## src/rtl/id_hazard_scoreboard_if.sv

```systemverilog
// Decode-stage hazard/forwarding bus between decode logic and the scoreboard.
// With HAZARD_PERF_EN defined the bus also carries the stall-cycle counter.
interface id_hazard_scoreboard_if #(
    parameter int RADDR_WIDTH = 5,
    parameter int DATA_WIDTH  = 32,
    parameter int NUM_FWD     = 2,
    parameter int LAT_WIDTH   = 3
);
    logic                          hold_i;
    logic                          flush_i;
    logic                          id_valid_i;
    logic                          reg1_re_i;
    logic                          reg2_re_i;
    logic [RADDR_WIDTH-1:0]        reg1_raddr_i;
    logic [RADDR_WIDTH-1:0]        reg2_raddr_i;
    logic [DATA_WIDTH-1:0]         reg1_rdata_i;
    logic [DATA_WIDTH-1:0]         reg2_rdata_i;
    logic                          issue_we_i;
    logic [RADDR_WIDTH-1:0]        issue_waddr_i;
    logic [LAT_WIDTH-1:0]          issue_lat_i;
    logic [NUM_FWD-1:0]            fwd_we_i;
    logic [NUM_FWD*RADDR_WIDTH-1:0] fwd_waddr_i;
    logic [NUM_FWD*DATA_WIDTH-1:0]  fwd_wdata_i;
    logic [DATA_WIDTH-1:0]         op1_o;
    logic [DATA_WIDTH-1:0]         op2_o;
    logic                          stallreq_o;
`ifdef HAZARD_PERF_EN
    logic                          perf_clr_i;
    logic [31:0]                   stall_cycles_o;

    modport master (
        output hold_i, flush_i, id_valid_i, reg1_re_i, reg2_re_i,
        output reg1_raddr_i, reg2_raddr_i, reg1_rdata_i, reg2_rdata_i,
        output issue_we_i, issue_waddr_i, issue_lat_i,
        output fwd_we_i, fwd_waddr_i, fwd_wdata_i, perf_clr_i,
        input  op1_o, op2_o, stallreq_o, stall_cycles_o
    );

    modport slave (
        input  hold_i, flush_i, id_valid_i, reg1_re_i, reg2_re_i,
        input  reg1_raddr_i, reg2_raddr_i, reg1_rdata_i, reg2_rdata_i,
        input  issue_we_i, issue_waddr_i, issue_lat_i,
        input  fwd_we_i, fwd_waddr_i, fwd_wdata_i, perf_clr_i,
        output op1_o, op2_o, stallreq_o, stall_cycles_o
    );
`else
    modport master (
        output hold_i, flush_i, id_valid_i, reg1_re_i, reg2_re_i,
        output reg1_raddr_i, reg2_raddr_i, reg1_rdata_i, reg2_rdata_i,
        output issue_we_i, issue_waddr_i, issue_lat_i,
        output fwd_we_i, fwd_waddr_i, fwd_wdata_i,
        input  op1_o, op2_o, stallreq_o
    );

    modport slave (
        input  hold_i, flush_i, id_valid_i, reg1_re_i, reg2_re_i,
        input  reg1_raddr_i, reg2_raddr_i, reg1_rdata_i, reg2_rdata_i,
        input  issue_we_i, issue_waddr_i, issue_lat_i,
        input  fwd_we_i, fwd_waddr_i, fwd_wdata_i,
        output op1_o, op2_o, stallreq_o
    );
`endif
endinterface

```

## src/rtl/id_hazard_scoreboard.sv

```systemverilog
// Decode-stage per-register latency scoreboard with prioritised forwarding.
// Optional stall-cycle counter enabled by defining HAZARD_PERF_EN.
module id_hazard_scoreboard #(
    parameter int NUM_REGS    = 32,
    parameter int RADDR_WIDTH = 5,
    parameter int DATA_WIDTH  = 32,
    parameter int NUM_FWD     = 2,
    parameter int LAT_WIDTH   = 3
) (
    input logic                  clk_i,
    input logic                  rst_i,
    id_hazard_scoreboard_if.slave bus
);
    // x0 has no counter; index range starts at 1
    logic [LAT_WIDTH-1:0] cnt_q [1:NUM_REGS-1];
    logic [LAT_WIDTH-1:0] cnt_d [1:NUM_REGS-1];

    logic busy1;
    logic busy2;
    logic stall;
    logic issue_fire;

    // Look up pending latency for each source; unmatched addresses read as idle
    always_comb begin
        busy1 = 1'b0;
        busy2 = 1'b0;
        for (int r = 1; r < NUM_REGS; r++) begin
            if (bus.reg1_raddr_i == RADDR_WIDTH'(r) && cnt_q[r] != '0)
                busy1 = 1'b1;
            if (bus.reg2_raddr_i == RADDR_WIDTH'(r) && cnt_q[r] != '0)
                busy2 = 1'b1;
        end
        stall = bus.id_valid_i &
                ((bus.reg1_re_i & busy1) | (bus.reg2_re_i & busy2));
    end

    assign issue_fire = bus.id_valid_i & ~stall & ~bus.hold_i & ~bus.flush_i;
    assign bus.stallreq_o = stall;

    // Next counter values: a firing issue reloads, otherwise count down to 0
    always_comb begin
        for (int r = 1; r < NUM_REGS; r++) begin
            cnt_d[r] = cnt_q[r];
            if (issue_fire && bus.issue_we_i &&
                bus.issue_waddr_i == RADDR_WIDTH'(r))
                cnt_d[r] = bus.issue_lat_i;
            else if (cnt_q[r] != '0)
                cnt_d[r] = cnt_q[r] - 1'b1;
        end
    end

    // Latency counters
    always_ff @(posedge clk_i or posedge rst_i) begin
        if (rst_i) begin
            for (int r = 1; r < NUM_REGS; r++)
                cnt_q[r] <= '0;
        end else begin
            for (int r = 1; r < NUM_REGS; r++)
                cnt_q[r] <= cnt_d[r];
        end
    end

    // rs1 operand: x0/disabled read zero, else lowest-index matching source wins
    always_comb begin
        bus.op1_o = '0;
        if (bus.reg1_re_i && bus.reg1_raddr_i != '0) begin
            bus.op1_o = bus.reg1_rdata_i;
            for (int k = NUM_FWD - 1; k >= 0; k--) begin
                if (bus.fwd_we_i[k] &&
                    bus.fwd_waddr_i[k*RADDR_WIDTH +: RADDR_WIDTH] == bus.reg1_raddr_i)
                    bus.op1_o = bus.fwd_wdata_i[k*DATA_WIDTH +: DATA_WIDTH];
            end
        end
    end

    // rs2 operand: same resolution as rs1
    always_comb begin
        bus.op2_o = '0;
        if (bus.reg2_re_i && bus.reg2_raddr_i != '0) begin
            bus.op2_o = bus.reg2_rdata_i;
            for (int k = NUM_FWD - 1; k >= 0; k--) begin
                if (bus.fwd_we_i[k] &&
                    bus.fwd_waddr_i[k*RADDR_WIDTH +: RADDR_WIDTH] == bus.reg2_raddr_i)
                    bus.op2_o = bus.fwd_wdata_i[k*DATA_WIDTH +: DATA_WIDTH];
            end
        end
    end

`ifdef HAZARD_PERF_EN
    logic [31:0] stall_cycles_q;
    logic [31:0] stall_cycles_d;

    // Count unheld stall cycles, saturating; clear wins over increment
    always_comb begin
        stall_cycles_d = stall_cycles_q;
        if (bus.perf_clr_i)
            stall_cycles_d = '0;
        else if (stall && !bus.hold_i && stall_cycles_q != 32'hFFFF_FFFF)
            stall_cycles_d = stall_cycles_q + 32'd1;
    end

    // Stall-cycle counter register
    always_ff @(posedge clk_i or posedge rst_i) begin
        if (rst_i)
            stall_cycles_q <= '0;
        else
            stall_cycles_q <= stall_cycles_d;
    end

    assign bus.stall_cycles_o = stall_cycles_q;
`endif
endmodule

```

## src/flat_wrapper.sv

```systemverilog
// flat-port wrapper written by rule: the top's interface ports become plain ports
module id_hazard_scoreboard_flat 
#(
    parameter int NUM_REGS    = 32,
    parameter int RADDR_WIDTH = 5,
    parameter int DATA_WIDTH  = 32,
    parameter int NUM_FWD     = 2,
    parameter int LAT_WIDTH   = 3
)
  (clk_i, rst_i, bus_hold_i, bus_flush_i, bus_id_valid_i, bus_reg1_re_i, bus_reg2_re_i, bus_reg1_raddr_i, bus_reg2_raddr_i, bus_reg1_rdata_i, bus_reg2_rdata_i, bus_issue_we_i, bus_issue_waddr_i, bus_issue_lat_i, bus_fwd_we_i, bus_fwd_waddr_i, bus_fwd_wdata_i, bus_op1_o, bus_op2_o, bus_stallreq_o);
  id_hazard_scoreboard_if #(.RADDR_WIDTH(RADDR_WIDTH), .DATA_WIDTH(DATA_WIDTH), .NUM_FWD(NUM_FWD), .LAT_WIDTH(LAT_WIDTH)) bus_i ();
  input logic clk_i;
  input logic rst_i;
  input wire logic [$bits(bus_i.hold_i)-1:0] bus_hold_i;
  input wire logic [$bits(bus_i.flush_i)-1:0] bus_flush_i;
  input wire logic [$bits(bus_i.id_valid_i)-1:0] bus_id_valid_i;
  input wire logic [$bits(bus_i.reg1_re_i)-1:0] bus_reg1_re_i;
  input wire logic [$bits(bus_i.reg2_re_i)-1:0] bus_reg2_re_i;
  input wire logic [$bits(bus_i.reg1_raddr_i)-1:0] bus_reg1_raddr_i;
  input wire logic [$bits(bus_i.reg2_raddr_i)-1:0] bus_reg2_raddr_i;
  input wire logic [$bits(bus_i.reg1_rdata_i)-1:0] bus_reg1_rdata_i;
  input wire logic [$bits(bus_i.reg2_rdata_i)-1:0] bus_reg2_rdata_i;
  input wire logic [$bits(bus_i.issue_we_i)-1:0] bus_issue_we_i;
  input wire logic [$bits(bus_i.issue_waddr_i)-1:0] bus_issue_waddr_i;
  input wire logic [$bits(bus_i.issue_lat_i)-1:0] bus_issue_lat_i;
  input wire logic [$bits(bus_i.fwd_we_i)-1:0] bus_fwd_we_i;
  input wire logic [$bits(bus_i.fwd_waddr_i)-1:0] bus_fwd_waddr_i;
  input wire logic [$bits(bus_i.fwd_wdata_i)-1:0] bus_fwd_wdata_i;
  output wire logic [$bits(bus_i.op1_o)-1:0] bus_op1_o;
  output wire logic [$bits(bus_i.op2_o)-1:0] bus_op2_o;
  output wire logic [$bits(bus_i.stallreq_o)-1:0] bus_stallreq_o;
  assign bus_i.hold_i = bus_hold_i;
  assign bus_i.flush_i = bus_flush_i;
  assign bus_i.id_valid_i = bus_id_valid_i;
  assign bus_i.reg1_re_i = bus_reg1_re_i;
  assign bus_i.reg2_re_i = bus_reg2_re_i;
  assign bus_i.reg1_raddr_i = bus_reg1_raddr_i;
  assign bus_i.reg2_raddr_i = bus_reg2_raddr_i;
  assign bus_i.reg1_rdata_i = bus_reg1_rdata_i;
  assign bus_i.reg2_rdata_i = bus_reg2_rdata_i;
  assign bus_i.issue_we_i = bus_issue_we_i;
  assign bus_i.issue_waddr_i = bus_issue_waddr_i;
  assign bus_i.issue_lat_i = bus_issue_lat_i;
  assign bus_i.fwd_we_i = bus_fwd_we_i;
  assign bus_i.fwd_waddr_i = bus_fwd_waddr_i;
  assign bus_i.fwd_wdata_i = bus_fwd_wdata_i;
  assign bus_op1_o = bus_i.op1_o;
  assign bus_op2_o = bus_i.op2_o;
  assign bus_stallreq_o = bus_i.stallreq_o;
  id_hazard_scoreboard #(.NUM_REGS(NUM_REGS), .RADDR_WIDTH(RADDR_WIDTH), .DATA_WIDTH(DATA_WIDTH), .NUM_FWD(NUM_FWD), .LAT_WIDTH(LAT_WIDTH)) u_core (.clk_i(clk_i), .rst_i(rst_i), .bus(bus_i));
endmodule
```

## config.mk

```make
export PLATFORM = sky130hd
export DESIGN_NAME = id_hazard_scoreboard_flat
export DESIGN_NICKNAME = d
export VERILOG_FILES = /design/src/rtl/id_hazard_scoreboard_if.sv /design/src/rtl/id_hazard_scoreboard.sv /design/src/flat_wrapper.sv
export SDC_FILE = /design/constraint.sdc
export NUM_CORES = 1
export LEC_CHECK = 0
export ABC_AREA = 0
export BUFFER_PORTS_ARGS = -buffer_cell sky130_fd_sc_hd__buf_2
export CORE_MARGIN = 1
export CORE_UTILIZATION = 35
export DETAILED_ROUTE_END_ITERATION = 8
export GPL_TIMING_DRIVEN = 0
export PLACE_DENSITY = 0.63
export SYNTH_ARGS = -nofsm -noshare
export SYNTH_HDL_FRONTEND = slang
export SYNTH_SLANG_ARGS = --single-unit
```

## constraint.sdc

```tcl
create_clock -name clk_i -period 8.8 [get_ports clk_i]
set_clock_uncertainty 0.15 [all_clocks]
set_input_delay 1.76 -clock clk_i [delete_from_list [all_inputs] [get_ports clk_i]]
set_output_delay 1.76 -clock clk_i [all_outputs]
set_load 0.01 [all_outputs]
```

# After elaboration in Yosys (flattened, before gate mapping)
# Cells that the tools add are included.
[classes]
addsub = 31
n_eq_ne = 97
mux = 130
n_bitwise = 10
reduce_logical = 164
[ops]
columns = ["op", "count"]
rows = [
  ["$eq A5 B5 Y1 const B", 48],
  ["$mux W32", 6],
  ["$mux W3", 62],
  ["$eq A5 B4 Y1 const B", 24],
  ["$logic_and A1 B1 Y1", 100],
  ["$reduce_bool A3 Y1", 31],
  ["$sub A3 B1 Y3 const B", 31],
  ["$mux W1", 62],
  ["$reduce_bool A2 Y1", 31],
  ["$eq A5 B3 Y1 const B", 12],
  ["$eq A5 B2 Y1 const B", 6],
  ["$eq A5 B5 Y1", 4],
  ["$eq A5 B1 Y1 const B", 3],
  ["$reduce_bool A5 Y1", 2],
  ["$and A1 B1 Y1", 6],
  ["$not A1 Y1", 3],
  ["$or A1 B1 Y1", 1],
]
[word_totals]
register_bits = 93
inputBits = 166
output_inout_bits = 65
word_cells = 463

# Logic depth before layout (Yosys ltp)
[logic_depth]
ltp_word = 43
mapped_depth = 12
depth_no_buf = 10

# Worst setup path before layout
# Ideal clock, no wire load.
[synth_timing]
kind = "in2out"
from = "input bus_reg2_raddr_i[3]"
to = "output bus_op2_o[10]"
arrival_ns = 3.657
required_ns = 6.890
slack_ns = 3.233
path_stages = 9
path_buffers = 4
path_cell_list = "buf_2 buf_1 xor2_1 nor4_1 and3_1 clkbuf_1 buf_2 mux2i_1 a211oi_1"
[synth_via]
elab_chain_cells = 5
word_cells_on_any_way = 9
cone_classes = "eq/ne (2); mux (3); reduce/logical (4)"
[synth_rtl]
columns = ["item", "line_no", "text"]
rows = [
  ["from (decl)", "flat_wrapper.sv:20", "input wire logic [$bits(bus_i.reg2_raddr_i)-1:0] bus_reg2_raddr_i;"],
  ["$eq A5 B5 Y1", "id_hazard_scoreboard.sv:83", "bus.fwd_waddr_i[k*RADDR_WIDTH +: RADDR_WIDTH] == bus.reg2_raddr_i)"],
  ["$logic_and A1 B1 Y1", "id_hazard_scoreboard.sv:82", "if (bus.fwd_we_i[k] &&"],
  ["$mux W32 (2 in series)", "id_hazard_scoreboard.sv:82", ""],
  ["$mux W32 *", "id_hazard_scoreboard.sv:79", "if (bus.reg2_re_i && bus.reg2_raddr_i != '0) begin"],
  ["to (decl)", "flat_wrapper.sv:30", "output wire logic [$bits(bus_i.op2_o)-1:0] bus_op2_o;"],
]
# Mark *: on every way between the ends. The rest lies on a longest branch, timed or not.

# Worst setup path after layout
[layout_timing]
from = "input bus_reg1_raddr_i[2]"
to = "output bus_op1_o[20]"
[layout_via]
elab_chain_cells = 5
word_cells_on_any_way = 9
cone_classes = "eq/ne (2); mux (3); reduce/logical (4)"
[layout_rtl]
columns = ["item", "line_no", "text"]
rows = [
  ["from (decl)", "flat_wrapper.sv:19", "input wire logic [$bits(bus_i.reg1_raddr_i)-1:0] bus_reg1_raddr_i;"],
  ["$eq A5 B5 Y1", "id_hazard_scoreboard.sv:70", "bus.fwd_waddr_i[k*RADDR_WIDTH +: RADDR_WIDTH] == bus.reg1_raddr_i)"],
  ["$logic_and A1 B1 Y1", "id_hazard_scoreboard.sv:69", "if (bus.fwd_we_i[k] &&"],
  ["$mux W32 (2 in series)", "id_hazard_scoreboard.sv:69", ""],
  ["$mux W32 *", "id_hazard_scoreboard.sv:66", "if (bus.reg1_re_i && bus.reg1_raddr_i != '0) begin"],
  ["to (decl)", "flat_wrapper.sv:29", "output wire logic [$bits(bus_i.op1_o)-1:0] bus_op1_o;"],
]
# Marks and branches as above.

==> results.tsv <==
metric	value	unit
grt.busiest_layer	met2	
ys.warnings.count	0	
post_synth_inst_count	926	
synth.largest_area_cell	dfrtp_1	
cts_setup_buffers	0	
globalRouteMet1Util	24.7	%
synth-seq-area-share	27.5	%
critPathTopFamily	buffers and inverters	
regMostFlops	u_core.cnt_q	
timing.slew.headroom	52.1	%
drt_drc_violations_left	0	
path_cells	buf_2, buf_1, xor2_1, nor4_1, and3_1, clkbuf_1, buf_2, mux2i_1, a211oi_1, buf_2	
synthesis.area	8470	sq um
holdBufCountCts	0	
place_worst_setup_slack	2.52	ns
finish.cell_count_without_fillers	1496	
finalMaxSlewViolations	0	
netlist.area_leader.share	27.5	%
max-vdd-ir-drop	167	uV
tritoncts_clock_tree	done	
wl	26800	um
achievable-frequency	0.159	GHz
finalPower	0.00256	W
drive_above_1_share	29.6	%
ys_dominant_reg_cell	dfrtp_1	
count_of_antenna_violating_nets_left_after_detailed_routing	0	
final_routed_wire_length_divided_by_cell_count	17.9	um
die_area	24800	sq um
cap_viol_max_count	0	
clock_tree.root_cell	clkbuf_16	
finalHoldViolCount	0	
yosysUniqueCellTypes	51	
firstDrtPassIters	5	
ctsResizeCount	0	
synth_commonest_cells	131 x nor2_1, 93 x dfrtp_1, 85 x mux2_2, 78 x mux2i_1, 66 x inv_1	
worstMarginPinSlew	0.713	ns
clock-sinks	93	
chipHeight	158	um
fp.coreArea	23600	sq um
setup.worst_path.end_class	output port	
worst-setup-path-type	input port to output port	
synth.ff_latch_count	93	
power-per-cell-area	248	nW/um^2
antenna_found_initial	8	
cp_slowest_cell	buf_1	
slowest_delay	0.45	ns
die_width	158	um
global_route.overflow_total	0	
cp_common_cell	buf_2	
cp_data_arrival_time	4.39	ns
number_of_synthesized_flops_with_an_enable_pin	0	
clock_latency	0.36	ns
type_of_the_most_critical_hold_path	flip-flop to flip-flop	
initial_core_util	35.9	%
port-buffer-count	226	
power.leakage	4.67	nW
cts_buffer_depth	2	
setup_viol_count_final	0	
outcome	finished, final reports clean	
filler_cell_count	2354	
placed_cells_incl_taps	1472	
registers_with_the_highest_flip_flop_counts	u_core.cnt_q x93	
largest_register_ff_count	93	
cts-buffers-inserted	9	
maximum_number_of_pins_on_one_net_before_global_route_repair	53	
crit_fanout	10	
clkTransAtPathRegs	0.06	ns
globalRouteMet2Util	38.7	%
num_io_pins	231	
area_delta_synth_final	21.9	%
top_count_cell_post_synth	nor2_1	
dpl.hpwl	22100	um
track_usage	21.5	%
main_area_contributors_after_synthesis	dfrtp_1 27%, mux2_2 11%, mux2i_1 9.2%, ha_1 9.2%, nor2_1 5.8%	
period_needed	6.30	ns
setup.worst_path.start_class	input port	
cp_num_buf_inv	5	
grt_use_met3	3.30	%
std_cell_rows	56	
worst_ep_required_time	6.89	ns
drt_first_iter_violations	480	
via_count	7715	
grt_pass1_vias	7519	
total_number_of_h_tree_levels	3	
final_cycle_utilization_of_the_critical_path	71.6	%
grt_setup_unrepaired	no	
async_flop_share	100	%
nNetsFinal	1392	
mappedNetlistNets	1154	
place.gp.congestion	0.925	
vias_per_cell	5.16	
synth.avg_cell_area	9.14	sq um
finalSetupTns	0	ns
grt_first_pass_wirelength	40200	um
setup_ws	2.50	ns
-- cells in the final DEF (no fill, tap or decap), drive strengths merged, types with 8 or more instances in the layout --
master / n
xnor2: 35
nand3: 15
o21ai: 9
inv: 67
mux2i: 78
nor2b: 22
diode: 8
buf: 247
ha: 62
mux2: 124
dfrtp: 93
nor2: 131
a211oi: 64
clkbuf: 50
nand2b: 33
nand4: 21
a21oi: 25
nand2: 16
xor2: 16
-- stage by stage --
step	hold WS [ns]	instance area, sq um	util, %
after floorplan	0.427	8470	-
after global placement	0.448	10000	42.3
after detailed placement	0.455	10000	42.5
after CTS	0.475	10300	43.6
after global routing	0.499	10300	43.7
final	0.470	10300	43.7
-- tightest hold or removal path, delay by kind of cell (launching register included) --
family	cells	cell delay, ns
xor+xnor	1	0.12
flops	1	0.35
mux	1	0.12
-- final timing paths --
kind                                           from          endpoint  slack (ns)  cells past startpoint
worst max register to register     u_core.cnt_q[90]  u_core.cnt_q[61]        5.51                     12
worst max-delay path            bus_reg1_raddr_i[2]     bus_op1_o[20]        2.50                     10
min in group asynchronous                     rst_i   u_core.cnt_q[1]        1.35                      2
worst min-delay path               u_core.cnt_q[90]  u_core.cnt_q[90]        0.47                      2
max in group asynchronous                     rst_i  u_core.cnt_q[60]        6.49                      3
worst min register to register     u_core.cnt_q[90]  u_core.cnt_q[90]        0.47                      2
-- layout make-up --
class / count / area, sq um / area share [%]
clock buffer: 15 / 268 / 2.59
antenna: 8 / 20.0 / 0.194
inverter: 67 / 254 / 2.46
clock inverter: 1 / 5.00 / 0.0485
multi-input combinational: 711 / 5660 / 54.9
sequential: 93 / 2330 / 22.5
tap: 319 / 399 / 3.87
buffer: 55 / 226 / 2.19
timing repair buffer: 227 / 1160 / 11.2
-- logic make-up after synthesis --
kind of cell	after synthesis	synth area share, %
compound gates	131	11.2
xor+xnor	51	5.27
fa+ha+maj	62	9.16
buf+inv	122	5.64
flops	93	27.5
mux	203	26.0
simple gates	264	15.2
-- layer usage --
metal | routed length (um) | share of wire (%)
met5 | 0 | 0
met4 | 817 | 3.0
met3 | 1520 | 5.7
met2 | 13500 | 50
met1 | 11000 | 41
-- power by group --
group / switching [W] / internal [W]
clock network: 0.000165 / 0.000207
registers: 0.000106 / 0.000666
logic: 0.000660 / 0.000755
total: 0.000931 / 0.00163
No activity file was read; power rests on OpenSTA's default activity.
